==> config.mk <==
export PLATFORM = sky130hd
export DESIGN_NAME = pmem_arbiter_flat
export DESIGN_NICKNAME = d
export VERILOG_FILES = /design/src/rtl/pmem_arbiter_pkg.sv /design/src/rtl/pmem_arbiter_if.sv /design/src/rtl/pmem_arbiter_chk.sv /design/src/rtl/pmem_arbiter_pick.sv /design/src/rtl/pmem_arbiter.sv /design/src/flat_wrapper.sv
export SDC_FILE = /design/constraint.sdc
export NUM_CORES = 1
export LEC_CHECK = 0
export CORE_AREA = 2 2 640 642
export DETAILED_ROUTE_END_ITERATION = 10
export DIE_AREA = 0 0 642 644
export SLEW_MARGIN = 40
export SYNTH_ARGS = -nofsm -noshare
export SYNTH_HDL_FRONTEND = slang
export SYNTH_SLANG_ARGS = --single-unit
==> constraint.sdc <==
create_clock -name clk -period 1.6 [get_ports clk]
set_input_delay 0.16 -clock clk [delete_from_list [all_inputs] [get_ports clk]]
set_output_delay 0.16 -clock clk [all_outputs]
set_load 0.01 [all_outputs]
==> src/rtl/pmem_arbiter_pkg.sv <==
// Shared types and default widths for the pmem arbiter slice (icache/dcache -> cacheline adaptor).
package pmem_arb_pkg;

    localparam int PMEM_ADDR_W = 32;
    localparam int PMEM_LINE_W = 256;

    typedef enum logic [1:0] {
        ARB_IDLE = 2'd0,
        ARB_I    = 2'd1,
        ARB_D    = 2'd2
    } arb_state_t;

    typedef enum logic {
        CLI_I = 1'b0,
        CLI_D = 1'b1
    } arb_client_t;

    function automatic arb_client_t other_client(input arb_client_t c);
        return (c == CLI_I) ? CLI_D : CLI_I;
    endfunction

endpackage

==> src/rtl/pmem_arbiter_if.sv <==
// Line-wide physical-memory channel; master issues read/write, slave answers with rdata/resp.
interface pmem_arbiter_if
    import pmem_arb_pkg::*;
#(
    parameter int ADDR_W = PMEM_ADDR_W,
    parameter int LINE_W = PMEM_LINE_W
);
    logic              read;
    logic              write;
    logic [ADDR_W-1:0] address;
    logic [LINE_W-1:0] wdata;
    logic [LINE_W-1:0] rdata;
    logic              resp;

    modport master (output read, output write, output address, output wdata,
                    input  rdata, input  resp);
    modport slave  (input  read, input  write, input  address, input  wdata,
                    output rdata, output resp);
endinterface

==> src/rtl/pmem_arbiter_chk.sv <==
// Protocol checker for the arbiter; idle-resp events are also latched in idle_resp_seen_r.
module pmem_arb_chk
    import pmem_arb_pkg::*;
#(
    parameter bit IDLE_RESP_FATAL = 1'b1
) (
    input logic       clk,
    input logic       rst,
    input arb_state_t state,
    input logic       i_read,
    input logic       i_write,
    input logic       d_read,
    input logic       d_write,
    input logic       pmem_resp
);

    logic idle_resp_seen_r;

    // Sticky record of an adaptor response arriving with no grant outstanding
    always_ff @(posedge clk) begin
        if (rst) begin
            idle_resp_seen_r <= 1'b0;
        end else if (pmem_resp && (state == ARB_IDLE)) begin
            idle_resp_seen_r <= 1'b1;
        end else begin
            idle_resp_seen_r <= idle_resp_seen_r;
        end
    end

    a_d_rw_excl: assert property (@(posedge clk) disable iff (rst) !(d_read && d_write));
    a_i_no_write: assert property (@(posedge clk) disable iff (rst) !i_write);
    a_d_held: assert property (@(posedge clk) disable iff (rst) (state == ARB_D) |-> (d_read || d_write));
    a_i_held: assert property (@(posedge clk) disable iff (rst) (state == ARB_I) |-> i_read);
    a_idle_resp: assert property (@(posedge clk) disable iff (rst || !IDLE_RESP_FATAL)
                                  !(pmem_resp && (state == ARB_IDLE)));

endmodule

==> src/rtl/pmem_arbiter_pick.sv <==
// Combinational next-grant select; RR_EN chooses between dcache-first and alternate-on-contention.
module pmem_arb_pick
    import pmem_arb_pkg::*;
#(
    parameter bit RR_EN = 1'b0
) (
    input  logic        i_req,
    input  logic        d_req,
    input  arb_client_t last_grant,
    output logic        grant_valid,
    output arb_client_t grant
);

    // Pick the winner among the pending requesters
    always_comb begin
        grant_valid = i_req | d_req;
        grant       = CLI_D;
        if (i_req && d_req) begin
            if (RR_EN) begin
                grant = other_client(last_grant);
            end else begin
                grant = CLI_D;
            end
        end else if (i_req) begin
            grant = CLI_I;
        end else begin
            grant = CLI_D;
        end
    end

endmodule

==> src/rtl/pmem_arbiter.sv <==
// Shares one line-wide pmem port between icache and dcache, one whole line transaction at a time.
// Define PMEM_ARB_RR_EN for alternating grant on contention; default is dcache-first.
module pmem_arbiter
    import pmem_arb_pkg::*;
#(
    parameter bit IDLE_RESP_FATAL = 1'b1
) (
    input  logic                  clk,
    input  logic                  rst,
    pmem_arbiter_if.slave         icache,
    pmem_arbiter_if.slave         dcache,
    pmem_arbiter_if.master        mem,
    output logic                  arb_busy
);

    arb_state_t  state_r;
    arb_client_t last_grant_s;
    arb_client_t grant_s;
    logic        grant_valid_s;
    logic        i_req_s;
    logic        d_req_s;

    assign i_req_s = icache.read;
    assign d_req_s = dcache.read | dcache.write;

`ifdef PMEM_ARB_RR_EN
    localparam bit RR_EN = 1'b1;
    arb_client_t last_grant_r;

    // Remember which client completed most recently
    always_ff @(posedge clk) begin
        if (rst) begin
            last_grant_r <= CLI_I;
        end else if (mem.resp && (state_r == ARB_I)) begin
            last_grant_r <= CLI_I;
        end else if (mem.resp && (state_r == ARB_D)) begin
            last_grant_r <= CLI_D;
        end else begin
            last_grant_r <= last_grant_r;
        end
    end

    assign last_grant_s = last_grant_r;
`else
    localparam bit RR_EN = 1'b0;
    assign last_grant_s = CLI_I;
`endif

    pmem_arb_pick #(.RR_EN(RR_EN)) u_pick (
        .i_req       (i_req_s),
        .d_req       (d_req_s),
        .last_grant  (last_grant_s),
        .grant_valid (grant_valid_s),
        .grant       (grant_s)
    );

    // Grant FSM; always returns to IDLE after a response so transactions are separated by a cycle
    always_ff @(posedge clk) begin
        if (rst) begin
            state_r <= ARB_IDLE;
        end else begin
            case (state_r)
                ARB_IDLE: begin
                    if (grant_valid_s) begin
                        state_r <= (grant_s == CLI_D) ? ARB_D : ARB_I;
                    end else begin
                        state_r <= ARB_IDLE;
                    end
                end
                ARB_I, ARB_D: begin
                    if (mem.resp) begin
                        state_r <= ARB_IDLE;
                    end else begin
                        state_r <= state_r;
                    end
                end
                default: state_r <= ARB_IDLE;
            endcase
        end
    end

    // Route the granted client onto the adaptor port and gate the response back to it
    always_comb begin
        mem.read     = 1'b0;
        mem.write    = 1'b0;
        mem.address  = icache.address;
        mem.wdata    = dcache.wdata;
        icache.resp  = 1'b0;
        dcache.resp  = 1'b0;
        arb_busy     = 1'b1;
        case (state_r)
            ARB_IDLE: begin
                arb_busy = 1'b0;
            end
            ARB_I: begin
                mem.read    = 1'b1;
                icache.resp = mem.resp;
            end
            ARB_D: begin
                mem.read    = dcache.read;
                mem.write   = dcache.write;
                mem.address = dcache.address;
                dcache.resp = mem.resp;
            end
            default: begin
                arb_busy = 1'b0;
            end
        endcase
    end

    assign icache.rdata = mem.rdata;
    assign dcache.rdata = mem.rdata;

    pmem_arb_chk #(.IDLE_RESP_FATAL(IDLE_RESP_FATAL)) u_chk (
        .clk       (clk),
        .rst       (rst),
        .state     (state_r),
        .i_read    (icache.read),
        .i_write   (icache.write),
        .d_read    (dcache.read),
        .d_write   (dcache.write),
        .pmem_resp (mem.resp)
    );

endmodule
==> src/flat_wrapper.sv <==
// flat-port wrapper written by rule: the top's interface ports become plain ports
module pmem_arbiter_flat import pmem_arb_pkg::*;
#(
    parameter bit IDLE_RESP_FATAL = 1'b1
)
  (clk, rst, arb_busy, icache_read, icache_write, icache_address, icache_wdata, icache_rdata, icache_resp, dcache_read, dcache_write, dcache_address, dcache_wdata, dcache_rdata, dcache_resp, mem_read, mem_write, mem_address, mem_wdata, mem_rdata, mem_resp);
  pmem_arbiter_if icache_i ();
  pmem_arbiter_if dcache_i ();
  pmem_arbiter_if mem_i ();
  input  logic clk;
  input  logic rst;
  output logic arb_busy;
  input wire logic [$bits(icache_i.read)-1:0] icache_read;
  input wire logic [$bits(icache_i.write)-1:0] icache_write;
  input wire logic [$bits(icache_i.address)-1:0] icache_address;
  input wire logic [$bits(icache_i.wdata)-1:0] icache_wdata;
  output wire logic [$bits(icache_i.rdata)-1:0] icache_rdata;
  output wire logic [$bits(icache_i.resp)-1:0] icache_resp;
  input wire logic [$bits(dcache_i.read)-1:0] dcache_read;
  input wire logic [$bits(dcache_i.write)-1:0] dcache_write;
  input wire logic [$bits(dcache_i.address)-1:0] dcache_address;
  input wire logic [$bits(dcache_i.wdata)-1:0] dcache_wdata;
  output wire logic [$bits(dcache_i.rdata)-1:0] dcache_rdata;
  output wire logic [$bits(dcache_i.resp)-1:0] dcache_resp;
  output wire logic [$bits(mem_i.read)-1:0] mem_read;
  output wire logic [$bits(mem_i.write)-1:0] mem_write;
  output wire logic [$bits(mem_i.address)-1:0] mem_address;
  output wire logic [$bits(mem_i.wdata)-1:0] mem_wdata;
  input wire logic [$bits(mem_i.rdata)-1:0] mem_rdata;
  input wire logic [$bits(mem_i.resp)-1:0] mem_resp;
  assign icache_i.read = icache_read;
  assign icache_i.write = icache_write;
  assign icache_i.address = icache_address;
  assign icache_i.wdata = icache_wdata;
  assign icache_rdata = icache_i.rdata;
  assign icache_resp = icache_i.resp;
  assign dcache_i.read = dcache_read;
  assign dcache_i.write = dcache_write;
  assign dcache_i.address = dcache_address;
  assign dcache_i.wdata = dcache_wdata;
  assign dcache_rdata = dcache_i.rdata;
  assign dcache_resp = dcache_i.resp;
  assign mem_read = mem_i.read;
  assign mem_write = mem_i.write;
  assign mem_address = mem_i.address;
  assign mem_wdata = mem_i.wdata;
  assign mem_i.rdata = mem_rdata;
  assign mem_i.resp = mem_resp;
  pmem_arbiter #(.IDLE_RESP_FATAL(IDLE_RESP_FATAL)) u_core (.clk(clk), .rst(rst), .icache(icache_i), .dcache(dcache_i), .mem(mem_i), .arb_busy(arb_busy));
endmodule
==> metrics.cfg <==
[outcome]
outcome=finished, violations left
violations=setup timing

[setup_path]
cp_max_fo=16
critPathMostFrequentCell=buf_12
cp-start-kind=flip-flop
rr_worst_depth=5
cpLargestDelayFamily=buffers and inverters
crit_type=flip-flop to output pin
rr_startpoint=u_core.state_r[1]
crit_arrival_ps=1570
slowest_stage=mux2_2
endpoint_kind=output pin
cp.required_ps=1440
critPathBufInv=3
crit_cells=5
cpPeakStageDelay_ps=390
crit_path_start=u_core.state_r[0]
worstPathCellList=inv_2 > ha_4 > buf_12 > mux2_2 > buf_12

[placement]
placed_cells=5617
gp_congestion=0.6361
port_buffers=106
hpwl_um=305700
placed_cell_area_mm2=0.008833

[logic_synthesis]
synth_mux_area_share_pct=7.187
synth_xor_area_share_pct=0
yosys.area.top_type_share_pct=89.03
syn_inst=824
synth_area_leaders=buf_4, mux2_4, mux2_2
yosysTopAreaCell=buf_4
syn_avg_cell_area_um2=7.859
seq_area_frac_synth_pct=0.6182
synth-compound-area-share_pct=0.3284
synth_fp_nets=1666
synthSimpleGateAreaFrac_pct=1.063
synth-seq-cells=2
synth_area_mm2=0.006476
synth_top_family_by_area=buffers and inverters
synthAdderAreaFrac_pct=0.5796
yosysWarnings=0
ys_types=16

[sta]
fmax_ghz=0.5767
relSlewSlack_pct=66.54
fin_worst_skew_ps=0.3619
fin_crit_sh_pct=108.4
min_period_ps=1734
tns_ps=-2434
setup_viol=32
drv_slew=0
hold_violations=0
worstMarginPinSlew_ps=500.3
rsz0062_at_grt=true
fin_ws_ps=-133.9

[detailed_routing]
ant_nets=0
avgViaCountPerCell=0.6353
wirelength_um=311200
wl_per_cell_um=55.31
drc=0
via_count=3575
drtIter0Drc=185
drtPass1Iterations=4

[power]
seqPwrFrac_pct=3.4
cellPowerDensity_mw_per_mm2=197.2
leakagePower_nw=0.9963
switching_power_mw=0.6953
p_comb_share_pct=75.3
p_int_mw=1.089
finalPower_mw=1.784
switching_share_pct=38.98
clkPwrFrac_pct=21.4
ir_drop_mv=0.3697

[layout]
drive_gt1_share_pct=53.71
syn2layout_area_growth_pct=39.64
final_cells=5627
top_register=u_core.state_r
stdcell_area_mm2=0.009044
reg_top3=u_core.state_r (2)
filler_cell_count=48940
nets=1019
largest_register_ffs=2

[floorplan]
initial_core_util_pct=1.589
chipHeight_um=644
die_area_mm2=0.4134
io-pin-count=1644
core_area_mm2=0.4075
fp-row-count=235
die_x_um=642

[clocking]
cts_made_buffers=3
clk_path_buf_depth=2
clkLatencyLatePin_ps=230
path_clk_slew_ps=30
clock_sinks=2
cts_tree=built
cts_root_buf=clkbuf_16
htreeDepth=1

[global_routing]
grt_pass1_vias=3125
track_usage_pct=14.53
grt_pass1_wl_um=322800
grt_max_degree=17
grt_overflow=0
antenna_found_initial=50

[worst_hold_path]
hold_start=mem_rdata[157]
min_path_type=input pin to output pin
hold_depth=0

[run]
max-cap-violations=0

==> metal layers <==
metal	up-vias	routed length [µm]	track usage, %
li1	447	-	-
met1	961	25580	3.259
met2	1815	143100	23.87
met3	316	130500	28.92
met4	36	11530	4.335
met5	-	581	0.7516
==> worst reg2reg max path, stage by stage, from the launching register on <==
cell     delay, ps
dfxtp_2        330
buf_4          140
inv_1          120
ha_4           240
nor2b_1        150
o41ai_1        320
==> cells in the mapped netlist (all sizes together) <==
library cell  number
o41ai              1
ha                 3
nand4bb            3
mux2              32
o31ai              1
dfxtp              2
inv                3
nor2               1
nor2b              2
and2               3
buf              772
a21oi              1
==> per-stage QoR <==
stage / worst slack, ps / utilization [%] / hold WS (ps)
CTS: -184.9 / 2.192 / 320.1
detailed placement: -277.9 / 2.168 / 320.1
finish: -133.9 / 2.219 / 320.0
global route: -203.6 / 2.219 / 320.1
global placement: -280.4 / 2.168 / 320.1
floorplan: 272.3 / - / 261.0
==> cells by family (layout without fill, tap and decap cells) <==
kind of cell,count (synthesis),in the layout
AND/OR/NAND/NOR,9,9
AO/OA/AOI/OAI,3,3
flip-flops,2,2
multiplexers,32,32
buffers and inverters,775,126
adder cells (fa/ha/maj),3,3
other,0,1
==> power by group through the flow <==
stage                     combinational [mW]  sequential, mW  clock [mW]
after CTS                               1.35          0.0588       0.389
after global routing                    1.45          0.0602       0.393
after floorplan                         2.33          0.0575           0
after detailed placement                1.33          0.0588           0
after global placement                  1.32          0.0588           0
final                                   1.34          0.0602       0.381
==> path summary, 6_finish.rpt <==
kind | slack (ps) | end
worst max-delay path | -130 | mem_address[31]
worst min register to register | 670 | u_core.state_r[0]
worst max register to register | 200 | u_core.state_r[1]
worst min-delay path | 320 | dcache_rdata[157]
==> area by class of cell <==
cell class	instances	area (µm²)	area share [%]
Sequential cell	2	42.54	0.4704
Timing Repair Buffer	120	1453	16.06
Clock buffer	3	75.07	0.8301
Tap cell	5451	6820	75.42
Inverter	3	11.26	0.1245
Multi-Input combinational cell	47	639.4	7.070
Antenna cell	1	2.502	0.02767
==> repair_timing <==
action,CTS,global route
pin swaps,0,1
resized for setup,64,13
hold buffers,0,0
setup buffers,0,6
endpoints found under the setup margin,35,30
==> placed cells by master, fill, tap and decap left out <==
cell type        netlist  layout
buf_12                 2      25
ha_4                   0       2
clkbuf_16              0       3
nor2b_1                2       1
buf_4                768       6
buf_6                  1      17
mux2_4                28      30
o31ai_1                1       1
mux2_2                 4       2
clkdlybuf4s50_1        0      69
nor2b_4                0       1
nor2_1                 1       1
diode_2                0       1
inv_1                  3       2
nand4bb_1              3       3
inv_2                  0       1
buf_8                  1       1
dfxtp_2                0       2
and2_1                 3       2
ha_1                   3       1
a21oi_2                0       1
and2_4                 0       1
o41ai_1                1       1
buf_2                  0       2
Power figures use the tool's default switching activity.
